### src/rtl/sdp_pkg.sv
// Shared types, character codes and segment patterns for the 7-segment scan driver.
package sdp_pkg;

  localparam logic [4:0] SDP_CH_H     = 5'h10;
  localparam logic [4:0] SDP_CH_L     = 5'h11;
  localparam logic [4:0] SDP_CH_O     = 5'h12;
  localparam logic [4:0] SDP_CH_P     = 5'h13;
  localparam logic [4:0] SDP_CH_DASH  = 5'h14;
  localparam logic [4:0] SDP_CH_UNDER = 5'h15;
  localparam logic [4:0] SDP_CH_BLANK = 5'h1F;

  localparam logic [6:0] SDP_SEG_OFF  = 7'h7F;

  typedef enum logic {ST_LIT, ST_DEAD} sdp_state_e;

  typedef struct packed {
    logic       blink;
    logic       dp;
    logic [4:0] code;
  } sdp_digit_t;

  localparam sdp_digit_t SDP_DIGIT_BLANK = '{blink: 1'b0, dp: 1'b0, code: SDP_CH_BLANK};

  // Active-low {g,f,e,d,c,b,a}; anything unmapped is dark.
  function automatic logic [6:0] sdp_seg_n(input logic [4:0] code);
    case (code)
      5'h00:        return 7'b1000000;
      5'h01:        return 7'b1111001;
      5'h02:        return 7'b0100100;
      5'h03:        return 7'b0110000;
      5'h04:        return 7'b0011001;
      5'h05:        return 7'b0010010;
      5'h06:        return 7'b0000010;
      5'h07:        return 7'b1111000;
      5'h08:        return 7'b0000000;
      5'h09:        return 7'b0010000;
      5'h0A:        return 7'b0001000;
      5'h0B:        return 7'b0000011;
      5'h0C:        return 7'b1000110;
      5'h0D:        return 7'b0100001;
      5'h0E:        return 7'b0000110;
      5'h0F:        return 7'b0001110;
      SDP_CH_H:     return 7'b0001001;
      SDP_CH_L:     return 7'b1000111;
      SDP_CH_O:     return 7'b0100011;
      SDP_CH_P:     return 7'b0001100;
      SDP_CH_DASH:  return 7'b0111111;
      SDP_CH_UNDER: return 7'b1110111;
      default:      return SDP_SEG_OFF;
    endcase
  endfunction

endpackage

### src/rtl/sdp_char_rom.sv
// Character code to active-low segment pattern lookup.
module sdp_char_rom
  import sdp_pkg::*;
(
  input  logic [4:0] code,
  output logic [6:0] seg_n
);

  always_comb seg_n = sdp_seg_n(code);

endmodule

### src/rtl/sdp_scan_driver.sv
// Time-multiplexed common-anode 7-segment driver: N digits, dp, blink,
// frame-synchronous buffer swap and per-slot dead time against ghosting.
module sdp_scan_driver
  import sdp_pkg::*;
#(
  parameter int NUM_DIGITS   = 8,
  parameter int SCAN_DIV     = 50000,
  parameter int DEAD_CYCLES  = 16,
  parameter int BLINK_FRAMES = 64
) (
  input  logic                    clk,
  input  logic                    rst_n,
  input  logic                    enable,
  input  logic                    load,
  input  logic [5*NUM_DIGITS-1:0] char_bus,
  input  logic [NUM_DIGITS-1:0]   dp_in,
  input  logic [NUM_DIGITS-1:0]   blink_in,
  output logic [NUM_DIGITS-1:0]   sdpsel,
  output logic [7:0]              sdpdisp,
  output logic                    frame_done
);

  localparam int CW = (SCAN_DIV > 1) ? $clog2(SCAN_DIV) : 1;
  localparam int DW = $clog2(NUM_DIGITS);
  localparam int FW = $clog2(BLINK_FRAMES + 1);

  localparam logic [CW-1:0] CNT_LAST = CW'(SCAN_DIV - 1);
  localparam logic [CW-1:0] LIT_LAST = CW'(SCAN_DIV - DEAD_CYCLES - 1);
  localparam logic [DW-1:0] DIG_LAST = DW'(NUM_DIGITS - 1);
  localparam logic [FW-1:0] FRM_LAST = FW'(BLINK_FRAMES - 1);

  sdp_state_e                  st;
  logic [CW-1:0]               cnt;
  logic [DW-1:0]               digit;
  logic [FW-1:0]               fcnt;
  logic                        phase;
  sdp_digit_t [NUM_DIGITS-1:0] in_buf, pend_buf, act_buf, cur_buf;
  sdp_digit_t                  cur_dig;
  logic [6:0]                  seg_n;
  logic                        wrap, blanked;

  for (genvar k = 0; k < NUM_DIGITS; k++) begin : g_in
    assign in_buf[k] = '{blink: blink_in[k], dp: dp_in[k], code: char_bus[5*k +: 5]};
  end

  // frame_done marks the first cycle of digit 0: the swap point, with a
  // same-cycle load bypassed straight into the frame being started.
  always_comb begin
    cur_buf = act_buf;
    if (frame_done) cur_buf = load ? in_buf : pend_buf;
  end

  assign cur_dig = cur_buf[digit];
  assign wrap    = enable && (cnt == CNT_LAST) && (digit == DIG_LAST);
  assign blanked = (cur_dig.blink && phase) || (seg_n == SDP_SEG_OFF);

  sdp_char_rom u_rom (
    .code  (cur_dig.code),
    .seg_n (seg_n)
  );

  always_ff @(posedge clk or negedge rst_n) begin
    if (!rst_n) begin
      st         <= ST_LIT;
      cnt        <= '0;
      digit      <= '0;
      fcnt       <= '0;
      phase      <= 1'b0;
      frame_done <= 1'b0;
      pend_buf   <= {NUM_DIGITS{SDP_DIGIT_BLANK}};
      act_buf    <= {NUM_DIGITS{SDP_DIGIT_BLANK}};
      sdpsel     <= '1;
      sdpdisp    <= 8'hFF;
    end else begin
      frame_done <= wrap;
      if (load)       pend_buf <= in_buf;
      if (frame_done) act_buf  <= cur_buf;

      if (enable) begin
        if (cnt == CNT_LAST) begin
          cnt   <= '0;
          st    <= ST_LIT;
          digit <= (digit == DIG_LAST) ? '0 : digit + DW'(1);
        end else begin
          cnt <= cnt + CW'(1);
          if (cnt == LIT_LAST) st <= ST_DEAD;
        end
      end

      if (wrap) begin
        if (fcnt == FRM_LAST) begin
          fcnt  <= '0;
          phase <= ~phase;
        end else begin
          fcnt <= fcnt + FW'(1);
        end
      end

      if (!enable || st == ST_DEAD) begin
        sdpsel  <= '1;
        sdpdisp <= 8'hFF;
      end else begin
        sdpsel  <= ~(NUM_DIGITS'(1) << digit);
        sdpdisp <= blanked ? 8'hFF : {~cur_dig.dp, seg_n};
      end
    end
  end

endmodule

### config.mk
export PLATFORM = sky130hd
export DESIGN_NAME = sdp_scan_driver
export DESIGN_NICKNAME = d
export VERILOG_FILES = /design/src/rtl/sdp_pkg.sv /design/src/rtl/sdp_char_rom.sv /design/src/rtl/sdp_scan_driver.sv
export SDC_FILE = /design/constraint.sdc
export NUM_CORES = 1
export LEC_CHECK = 0
export ABC_CLOCK_PERIOD_IN_PS = 8800
export CORE_UTILIZATION = 48
export CTS_BUF_LIST = sky130_fd_sc_hd__clkbuf_16
export CTS_CLUSTER_SIZE = 16
export DETAILED_ROUTE_END_ITERATION = 12
export HOLD_SLACK_MARGIN = 0.02
export PLACE_DENSITY = 0.77
export SLEW_MARGIN = 25
export SYNTH_ARGS = -nofsm -noshare
export SYNTH_HDL_FRONTEND = slang
export SYNTH_HIERARCHICAL = 1
export SYNTH_SLANG_ARGS = --single-unit
### constraint.sdc
create_clock -name clk -period 8.8 [get_ports clk]
set_input_delay 1.32 -clock clk [delete_from_list [all_inputs] [get_ports clk]]
set_output_delay 1.32 -clock clk [all_outputs]
set_load 0.02 [all_outputs]
==> summary.md, run 1 <==
| Metric | Value |
|---|---|
| Number of synthesized flops with an enable pin | `0` |
| Power Density | `185.0 nW/um^2` |
| Antenna Cells | `0` |
| Slew of the pin with the lowest slew margin | `0.8985 ns` |
| Ys flop type | `dfstp_2` |
| Hold_buf cts | `0` |
| Sink Count | `157` |
| Vias | `4662` |
| Mapped Area | `7213 um^2` |
| Worst vdd ir | `142.0 uV` |
| DRT Wirelength | `14.33 mm` |
| Hold_sp | `act_buf[15]` |
| # setup viols final | `0` |
| Worst EP arrival | `4.95 ns` |
| Initial antenna violation count | `0` |
| Commonest non-fill, non-tap cells in the layout | `dfstp_2 (96), clkdlybuf4s50_1 (74), nor2_1 (61), dfrtp_1 (60), mux2_2 (51)` |
| Clk_skew | `0.009382 ns` |
| Post-synth ARST share | `100.0%` |
| Grt ovf | `0` |
| Synth top area cells | `dfstp_2 (35%), dfrtp_1 (21%), mux2_2 (8.0%)` |
| Routed len/inst | `16.67 um` |
| Core Footprint | `14590 um^2` |
| Port bufs | `76` |
| CTS clk-pin slew, worst paths | `0.06 ns` |
| Sequential fraction of the synthesis area | `56.13%` |
| Unrepaired setup endpoints after global routing | `no` |
| TritonCTS buffer count | `17` |
| Status | `finished clean` |
| Most common cell after layout, fill and taps aside | `dfstp_2` |
| Critical path type | `in -> reg` |
| Netlist cell types | `62` |
| Number of global-route vias before repair | `4911` |
| Via density | `5.421` |
| Area Overhead vs Synth | `19.06%` |
| HPWL Detailed | `9.546 mm` |
| First-pass GRT wire length | `24.32 mm` |
| Ratio of cells with drive above 1 in the final layout | `30.18%` |
| Post-CTS setup buffers | `0` |
| Crit path max fanout | `56` |
| GP Congestion | `0.8437` |
| Flops & latches, synth | `157` |
| Post-DRT Antenna Nets | `0` |
| Max_cap viols | `0` |
| Initial core utilization | `49.44%` |
| Max Root-Sink Buffers | `2` |
| Rows | `44` |
| Share of the synthesized area in the top cell type | `34.97%` |
| Ports | `77` |
| Post-layout min period | `4.611 ns` |
| CTS tree | `done` |
| Worst min path class | `reg -> reg` |
| Max Slew Vio Count | `0` |
| CTS HTree Levels | `4` |
| Leak | `3.746 nW` |
| Hold Fails Final Rpt | `0` |
| Die width | `124.6 um` |
| Fmax | `0.2169 GHz` |
| Largest net degree at the start of global routing | `110` |
| Ys Warns | `6` |
| Post-CTS Resized | `0` |
| # nets final | `739` |
| GRT Total Usage | `20.08%` |
| Avg Cell Area, Syn | `12.10 um^2` |
| Clk Latency, worst-skew pair | `0.43 ns` |
| # DRC | `0` |
| Relative slew slack | `40.10%` |
| CP required | `9.13 ns` |
| Syn nets | `672` |
| Dominant cell type by area after synthesis | `dfstp_2` |
| Crit start category | `input port` |
| Worst Setup End Kind | `flop` |
| Die area | `15520 um^2` |
| Die height | `124.6 um` |
| DRT Pass-1 Iters | `5` |
| Fillers | `1152` |
| TNS Setup | `0 ns` |
| Total Power | `1.589 mW` |
| Reg-to-reg critical path startpoint | `frame_done` |
| Mapped Cells | `596` |
| Root Driver | `clkbuf_16` |
| Critical Path Start | `load` |
| Final clock period utilization by the worst path | `52.40%` |
| Initial drt markers | `491` |
==> registers in the layout (all words and copies together) (netlist names) <==
name / count
fcnt: 7
pend_buf: 56
sdpsel: 8
digit: 3
cnt: 16
act_buf: 56
phase: 1
frame_done: 1
st: 1
sdpdisp: 8
==> through the flow <==
stage               worst slack, ns  cell area, um^2  util, %  instances  hold slack [ns]
global route                  3.966             8588    58.87        860           0.5018
CTS                           4.200             8586    58.85        860           0.4933
finish                        4.189             8588    58.87        860           0.4915
floorplan                     4.635             7213        -        596           0.4394
global placement              3.867             8046    55.15        828           0.4591
detailed placement            3.765             8046    55.15        828           0.4789
==> cell usage after synthesis (6+ instances only) <==
| cell type | number |
|---|---|
| nor2_1 | 61 |
| xnor2_1 | 8 |
| a21oi_1 | 31 |
| ha_1 | 16 |
| nor3_1 | 8 |
| dfrtp_1 | 61 |
| mux2i_1 | 27 |
| mux2_2 | 51 |
| nand3_1 | 13 |
| nand2b_1 | 6 |
| xor2_1 | 8 |
| buf_2 | 10 |
| clkbuf_1 | 10 |
| nand4_1 | 8 |
| mux2_4 | 8 |
| o21ai_0 | 10 |
| dfstp_2 | 96 |
| mux4_2 | 11 |
| inv_1 | 34 |
| a211oi_1 | 7 |
| nand2_1 | 46 |
==> cells by family (layout without fill, tap and decap cells) <==
kind of cell	Yosys count	after routing	synth area share, %
AO/OA/AOI/OAI	74	74	6.991
XOR/XNOR	16	16	1.943
adder cells (fa/ha/maj)	17	17	2.931
buffers and inverters	68	148	4.440
flip-flops	157	157	56.13
multiplexers	97	97	16.81
AND/OR/NAND/NOR	167	167	10.75
==> critical path, stage by stage <==
cell	delay, ns
buf_2	0.08
buf_4	0.65
mux2_2	0.43
mux2_2	0.28
mux4_2	0.49
nand2_1	0.08
nand2_1	0.18
inv_1	0.22
ha_1	0.28
maj3_2	0.30
nor2_1	0.08
a21oi_1	0.07
nand3_1	0.09
nor2_1	0.05
a211oi_1	0.20
nand4_1	0.11
==> power by group <==
part           internal (mW)  leakage (nW)  total (mW)  switching [mW]
clock network          0.395         0.287       0.674           0.279
logic                 0.0600          1.69       0.118          0.0578
registers              0.776          1.77       0.797          0.0206
total                   1.23          3.75        1.59           0.358
==> per-layer routing <==
metal / vias up / GRT usage (%) / part of all wire (%)
li1: 2184 / - / -
met4: 0 / 9.780 / 2.5
met5: - / 0 / 0
met2: 115 / 32.63 / 49
met3: 33 / 3.952 / 3.4
met1: 2330 / 25.75 / 45
==> area by class of cell <==
type,instances,area (um^2),share of cell area (%)
clock buffers,18,450.4,5.245
clock inverters,14,88.84,1.034
inverters,36,135.1,1.573
multi-input cells,371,2844,33.11
flip-flops and latches,157,4050,47.16
well taps,184,230.2,2.681
repair buffers,80,789.5,9.193
==> path summary, 6_finish.rpt <==
path | slack [ns] | cells past startpoint | to
worst max register to register | 4.82 | 12 | sdpdisp[7]
worst max-delay path | 4.19 | 16 | sdpdisp[7]
worst min-delay path | 0.49 | 2 | act_buf[15]
min in group asynchronous | 1.05 | 1 | pend_buf[27]
worst min register to register | 0.49 | 2 | act_buf[15]
max in group asynchronous | 6.73 | 2 | cnt[15]
No activity file was read; power rests on OpenSTA's default activity.
==> run 2: changes to the inputs <==
Settings changed: ABC_CLOCK_PERIOD_IN_PS 8800 to 4100, PLACE_DENSITY 0.77 to 0.8.
Clock period 8.8 ns to 4.1 ns, I/O delays scaled along.
==> run 2 against run 1 <==
Compared with the run above:
- combinational power grew 120%
- critical path depth shrank 4
- clock skew grew 0.00068 ns
- sequential cell count is the same
- core utilization grew 1.4 points
- worst setup slack lost 3.7 ns
- via count grew 0.45%
- routed wire length grew 2.4%
- critical path type is now reg -> reg
- critical endpoint unchanged
==> summary.md, run 2 (synthesized netlist as in run 1, its figures left out) <==
| Metric | Value |
|---|---|
| Placed Instances | `842` |
| Number of global-route vias before repair | `4904` |
| Reg-to-reg critical path startpoint | `frame_done` |
| Initial antenna violation count | `0` |
| Initial drt markers | `302` |
| Unrepaired setup endpoints after global routing | `no` |
| Leak | `3.848 nW` |
| # DRC | `0` |
| Post-Layout Cell Count | `874` |
| Critical path type | `reg -> reg` |
| Via density | `5.358` |
| Crit path max fanout | `41` |
| TNS Setup | `0 ns` |
| Worst EP arrival | `3.93 ns` |
| Hold_buf cts | `0` |
| HPWL Detailed | `9.945 mm` |
| Root Driver | `clkbuf_16` |
| Final clock period utilization by the worst path | `87.70%` |
| Vias | `4683` |
| TritonCTS buffer count | `17` |
| Die height | `124.6 um` |
| Core Footprint | `14590 um^2` |
| CP required | `4.43 ns` |
| Slew of the pin with the lowest slew margin | `0.8718 ns` |
| CTS tree | `done` |
| Antenna Cells | `0` |
| Worst min path class | `in -> async` |
| Port bufs | `76` |
| Reg2reg end | `sdpdisp[7]` |
| Clk_skew | `0.01006 ns` |
| Clk Latency, worst-skew pair | `0.42 ns` |
| Worst vdd ir | `326.0 uV` |
| Power Density | `413.1 nW/um^2` |
| Fin area | `8793 um^2` |
| Post-layout min period | `3.596 ns` |
| Sink Count | `157` |
| Initial core utilization | `49.44%` |
| # nets final | `753` |
| Area Overhead vs Synth | `21.91%` |
| First-pass GRT wire length | `24.90 mm` |
| Fillers | `1108` |
| Commonest non-fill, non-tap cells in the layout | `dfstp_2 (96), clkdlybuf4s50_1 (74), nor2_1 (61), dfrtp_1 (60), mux2_2 (51)` |
| Placed Instance Area | `8164 um^2` |
| Post-CTS Resized | `0` |
| Largest net degree at the start of global routing | `112` |
| Total Power | `3.633 mW` |
| Die area | `15520 um^2` |
| Max Slew Vio Count | `0` |
| Crit start category | `flop` |
| Relative slew slack | `41.88%` |
| Post-CTS setup buffers | `0` |
| CTS clk-pin slew, worst paths | `0.06 ns` |
| Status | `finished clean` |
| Reg2Reg Setup Slack | `0.50 ns` |
| Die width | `124.6 um` |
| Most common cell after layout, fill and taps aside | `dfstp_2` |
| Rows | `44` |
| DRT Pass-1 Iters | `5` |
| GRT Total Usage | `20.35%` |
| Routed len/inst | `16.79 um` |
| Post-DRT Antenna Nets | `0` |
| Top flop regs | `act_buf x56, pend_buf x56, cnt x16` |
| Worst Setup End Kind | `flop` |
| CTS HTree Levels | `4` |
| DRT Wirelength | `14.68 mm` |
| Hold Fails Final Rpt | `0` |
| # setup viols final | `0` |
| Max Root-Sink Buffers | `2` |
| Grt ovf | `0` |
| GP Congestion | `0.8339` |
| Ratio of cells with drive above 1 in the final layout | `32.75%` |
| R2R depth | `12` |
| Fmax | `0.2781 GHz` |
| Ports | `77` |
| Max_cap viols | `0` |
## run 2: changes by cell type in the layout (fill, tap and decap cells not counted)
cell,previous run,this run
inv_6,0,4
clkinv_2,3,2
inv_1,40,34
inv_4,1,2
clkinvlp_4,1,0
bufinv_16,1,3
buf_4,4,17
clkinv_4,0,2
buf_12,0,1
clkinv_1,3,1
inv_8,0,1
## run 2: final cells by class
class	count	area [um^2]	area share [%]
well taps	184	230.2	2.618
flip-flops and latches	157	4050	46.06
inverters	36	135.1	1.537
clock buffers	18	450.4	5.122
multi-input cells	371	2844	32.34
clock inverters	14	176.4	2.006
repair buffers	94	907.1	10.32
## run 2: worst max path at each step
stage / from / end / slack [ns] / depth (start not counted)
after floorplan: load / sdpdisp[7] / 0.64 / 15
after detailed placement: load / sdpdisp[7] / 0.18 / 15
after global routing: frame_done / sdpdisp[7] / 0.23 / 13
final: frame_done / sdpdisp[7] / 0.50 / 12
after global placement: load / sdpdisp[7] / 0.26 / 14
after CTS: frame_done / sdpdisp[7] / 0.51 / 13
## run 2: stage by stage
step	utilization, %	hold WS, ns	worst slack (ns)
after CTS	60.26	0.3808	0.5128
after global placement	55.96	0.4634	0.2605
final	60.27	0.3537	0.5044
after detailed placement	55.96	0.4598	0.1759
after global routing	60.27	0.3917	0.2348
after floorplan	-	0.3194	0.6397
## run 2: where the power goes
part,leakage (nW),switching [mW],total (mW),internal (mW)
Combinational,1.77,0.128,0.261,0.132
Clock,0.313,0.654,1.66,1.01
Sequential,1.77,0.0467,1.71,1.67
Total,3.85,0.829,3.63,2.80
## run 2: per-layer routing
| layer | global-route usage, % | routed length (um) | share of wire, % | vias to the layer above |
|---|---|---|---|---|
| li1 | - | - | - | 2206 |
| met1 | 25.75 | 6414 | 44 | 2339 |
| met2 | 33.99 | 7433 | 51 | 121 |
| met3 | 4.940 | 604 | 4.1 | 17 |
| met4 | 7.087 | 225 | 1.5 | 0 |
| met5 | 0 | 0 | 0 | - |
## run 2: critical path, stage by stage, from the launching register on
cell and delay (ns):
dfrtp_2 0.93, mux2_2 0.42, mux4_2 0.48, nand2_1 0.09, nand2_1 0.19, ha_1 0.29
and2_1 0.19, a2111oi_4 0.32, a211oi_1 0.10, nand4_1 0.10, nor2_1 0.06, a211oi_1 0.20
nand4_1 0.11
==> edit 1: new RTL, flow settings as in run 1 <==
Register the output `sdpdisp` once more, cleared by the reset; this adds one clock of latency there. The other outputs are not delayed to match.
--- a/src/rtl/sdp_scan_driver.sv
+++ b/src/rtl/sdp_scan_driver.sv
@@ -30,2 +30,4 @@
   localparam logic [FW-1:0] FRM_LAST = FW'(BLINK_FRAMES - 1);
+
+  logic [7:0] sdpdisp_s0;
 
@@ -72,3 +74,3 @@
       sdpsel     <= '1;
-      sdpdisp    <= 8'hFF;
+      sdpdisp_s0 <= 8'hFF;
     end else begin
@@ -100,7 +102,15 @@
         sdpsel  <= '1;
-        sdpdisp <= 8'hFF;
+        sdpdisp_s0 <= 8'hFF;
       end else begin
         sdpsel  <= ~(NUM_DIGITS'(1) << digit);
-        sdpdisp <= blanked ? 8'hFF : {~cur_dig.dp, seg_n};
+        sdpdisp_s0 <= blanked ? 8'hFF : {~cur_dig.dp, seg_n};
       end
+    end
+  end
+
+  always_ff @(posedge clk or negedge rst_n) begin
+    if (!rst_n) begin
+      sdpdisp <= '0;
+    end else begin
+      sdpdisp <= sdpdisp_s0;
     end
Formal check against the unedited RTL: not equivalent (a bounded check fails within 4 cycles, from zero or initial values and one cycle with rst_n low).
==> edit 1 against run 1 <==
Design area is 2.6% higher. Sequential cell count is 8 higher. Power is 6.3% higher. Synthesized area is 2.3% higher. Global-route usage is 0.44 points lower. Highest routed layer unchanged. Sequential share of layout area is 1.1 points higher. Setup slack worse by 0.046 ns. Clock power is 8.9% higher. Wire length is 0.96% lower.
==> edit 1: results (changes against run 1) <==
Slew headroom=35.7% (-4.4 points); fin crit share=52.9% (+0.52 points); largest net degree at the start of global routing=91 (-17%); count of cell types in the netlist=58 (-6.5%); Leak=3.84 nW (+2.4%); dpl cells=831 (+0.36%); number of gates resized after cts=0 (unchanged); clock root cell=clkbuf_16; Setup Skew=0.00824 ns (-0.00114 ns); clock latency at the later pin of the worst-skew pair=0.43 ns (about the same); detailed placement HPWL=9.54 mm (about the same); Arr. time, crit path=4.98 ns (+0.03 ns); top post-synthesis cells by count=96 x dfstp_2, 69 x dfrtp_1, 62 x nor2_1; Post-Route WL=14.2 mm (-0.96%); Place WS=3.70 ns (-0.0612 ns); largest registers=act_buf x56, pend_buf x56, cnt x16; Fill cells=1149 (-0.26%); R2R cell count=13 (+1); delay-heaviest family, CP=multiplexers; Setup crit end=sdpdisp_s0[7]; antenna fix cells=0 (unchanged); Ys Warns=6 (unchanged); reg2reg setup slack=4.93 ns (+0.11 ns); CP max-delay cell=buf_4; Net Count, Synth=674 (+0.30%); share of cells above drive strength 1=31.2% (+1.0 points); Seq/Total Area, Yosys=57.6% (+1.5 points); status=complete, no violations; detailed-route via count=4647 (-0.32%); Post-CTS Setup Bufs=0 (unchanged); routability congestion estimate=0.758 (-10%); Final nets=742 (+0.41%); cts bufs inserted=17 (unchanged); clock tree buffer depth=2 (unchanged); CP peak stage delay=0.64 ns; VDD IR max=129 uV (-9.4%); setup TNS=0 ns (unchanged); first-pass GRT wire length=24.2 mm (-0.37%); DRT Pass-1 Iters=5 (unchanged); initial antenna violation count=0 (unchanged); number of global-route vias before repair=4948 (+0.75%); Tot GR Track Use=19.6% (-0.44 points); synth top area cells=dfstp_2 34%, dfrtp_1 23%, mux2_2 7.8%; average cell area after synthesis=12.3 sq um (+1.9%); Placed Area=8220 sq um (+2.1%); initial drt markers=335 (-32%); Finished Layout Cells=863 (+0.35%); Crit. Startpoint=load; Clock Pin Slew Worst Setup and Hold Paths=0.06 ns (about the same); reg-to-reg startpoint=frame_done; Switching Share=23.1% (+0.58 points); Hold Path Class=flip-flop to flip-flop
## edit 1: cells by family after synthesis
family,count (synthesis),synth area share [%]
mux,98,16.6
compound gates,70,6.09
buf+inv,65,4.19
xor+xnor,19,2.36
flops,165,57.6
fa+ha+maj,17,2.87
simple gates,164,10.3
## edit 1: final cells by class
| cell class | count | area (sq um) | share of cell area (%) |
|---|---|---|---|
| Sequential cell | 165 | 4250 | 48.2 |
| Multi-Input combinational cell | 368 | 2820 | 32.0 |
| Timing Repair Buffer | 80 | 791 | 8.97 |
| Clock buffer | 19 | 475 | 5.40 |
| Tap cell | 184 | 230 | 2.61 |
| Inverter | 34 | 128 | 1.45 |
| Clock inverter | 13 | 116 | 1.32 |
## edit 1: through the flow
| stage | total power (W) | util (%) | hold slack, ns |
|---|---|---|---|
| after global placement | 0.000959 | 55.7 | 0.383 |
| after CTS | 0.00171 | 59.7 | 0.391 |
| final | 0.00169 | 59.7 | 0.390 |
| after detailed placement | 0.000967 | 55.7 | 0.383 |
| after floorplan | 0.000904 | - | 0.379 |
| after global routing | 0.00175 | 59.7 | 0.395 |
## edit 1: layer usage
metal,GRT usage [%],routed length (um)
met5,0,0
met4,7.58,287
met3,4.46,545
met2,32.3,7010
met1,25.4,6350
## edit 1: power by group through the flow
stage	Combinational, W	Sequential (W)	Clock [W]
final	0.000118	0.000837	0.000734
after global routing	0.000131	0.000842	0.000780
after CTS	0.000120	0.000837	0.000751
after detailed placement	0.000119	0.000849	0
after global placement	0.000113	0.000846	0
after floorplan	0.0000593	0.000845	0
## edit 1: how the worst min path moves through the flow
stage	from	to	slack (ns)	cells after the start
global route	sdpdisp_s0[5]	sdpdisp[5]	0.39	0
finish	sdpdisp_s0[2]	sdpdisp[2]	0.39	0
detailed placement	sdpdisp_s0[2]	sdpdisp[2]	0.38	0
floorplan	sdpdisp_s0[0]	sdpdisp[0]	0.38	0
global placement	sdpdisp_s0[4]	sdpdisp[4]	0.38	0
CTS	sdpdisp_s0[2]	sdpdisp[2]	0.39	0
==> edit 2: new RTL, flow settings as in run 1 <==
Made on the original files. `BLINK_FRAMES`: 64 -> 32.
--- a/src/rtl/sdp_scan_driver.sv
+++ b/src/rtl/sdp_scan_driver.sv
@@ -8,3 +8,3 @@
   parameter int DEAD_CYCLES  = 16,
-  parameter int BLINK_FRAMES = 64
+  parameter int BLINK_FRAMES = 32
 ) (
Formal check against the unedited RTL: no difference found for any inputs over 10 cycles, from zero or initial values and one cycle with rst_n low; that may be too few to reach the edited logic, so the function may still have changed.
==> edit 2 against run 1 <==
Combinational power rose by 5%. Design area rose by 0.28%. Sequential power about the same. Via count is 2.0% lower. Register-to-register slack better by 0.16 ns. Synthesized area is 0.45% lower. Sequential cell count shrank 1. Clock power increased by 7.0%. Setup slack lost 0.026 ns. Global-route usage is 0.057 points higher. Sequential share of layout area fell by 0.42 points. Power up 3.2%. Wire length rose by 0.40%. Largest cell class unchanged.
==> edit 2: results (changes against run 1) <==
met2 usage=34.3% (+1.6 points); dpl cells=826 (-0.24%); Adder-Cell Fraction of Synth Area=2.94% (+0.013 points); Setup Skew=0.00971 ns (+0.000331 ns); Synth Instances=591 (-0.84%); hold path start=fcnt[4]; CP peak stage delay=0.63 ns (-0.02 ns); # port buffers=76 (unchanged); M1 GR Usage=24.7% (-1.0 points); Slew headroom=34.3% (-5.8 points); status=complete, no violations; Leak=3.77 nW (+0.73%); cts bufs inserted=17 (unchanged); Clock Power Share=44.0% (+1.6 points); fin crit share=52.7% (+0.30 points); vias per cell=5.33 (-1.7%); Place WS=3.74 ns (-0.0223 ns); pwr dens=190 nW/um^2 (+2.9%); number of global-route vias before repair=4980 (+1.4%); count of cell types in the netlist=61 (-1.6%); number of gates resized after cts=0 (unchanged); share of cells above drive strength 1=31.5% (+1.3 points); top post-synthesis cells by count=96 x dfstp_2, 61 x nor2_1, 60 x dfrtp_1; GRT met3 Usage=4.77% (+0.82 points); initial drt markers=257 (-48%); Arr. time, crit path=4.96 ns (about the same); clock tree buffer depth=2 (unchanged); largest registers=act_buf x56, pend_buf x56, cnt x16; Seq/Total Area, Yosys=56.0% (-0.094 points); reg2reg setup slack=4.98 ns (+0.16 ns); # hold bufs at CTS=0 (unchanged); largest net degree at the start of global routing=92 (-16%); VDD IR max=135 uV (-5.0%); R2R cell count=14 (+2); FF-to-FF End=sdpdisp[7]; first-pass GRT wire length=24.5 mm (+0.71%); power in sequential cells=0.000794 W (about the same); Final nets=737 (-0.27%); synth top area cells=dfstp_2 35%, dfrtp_1 21%, mux2_2 8.0%; Switching Share=22.3% (-0.23 points); post-synthesis mux area share=17.2% (+0.42 points); routability congestion estimate=0.766 (-9.2%); wire per inst=16.8 um (+0.63%); Finished Layout Cells=858 (-0.23%); Net Count, Synth=667 (-0.74%); detailed placement HPWL=9.74 mm (+2.1%); Tot GR Track Use=20.1% (+0.057 points); Compound-Gate Fraction of Synth Area=6.53% (-0.46 points); DRT Pass-1 Iters=4 (-1)
edit 2: changes by cell type after synthesis, sizes merged, moves of 2 or more:
cell and change:
nand2 +4, clkbuf -3, and2 -2, and3 -2, nor3 +2, o21ai -2, or3 +2
edit 2: metal layers:
layer / routed length (um) / vias up
met1: 6060 / 2281
met5: 0 / -
met3: 560 / 28
met4: 301 / 0
li1: - / 2164
met2: 7470 / 97
edit 2: final cells by class:
type,count,area (sq um)
Sequential cell,156,4030
Multi-Input combinational cell,370,2850
Inverter,35,131
Clock inverter,15,156
Clock buffer,17,425
Fill cell,1132,5980
Tap cell,184,230
Timing Repair Buffer,81,798
edit 2: how the worst min path moves through the flow:
stage	cells past startpoint	slack (ns)	to
after CTS	1	0.47	fcnt[4]
final	1	0.46	fcnt[4]
after global routing	1	0.47	fcnt[4]
after detailed placement	1	0.46	fcnt[4]
after global placement	1	0.46	fcnt[4]
after floorplan	1	0.44	fcnt[4]
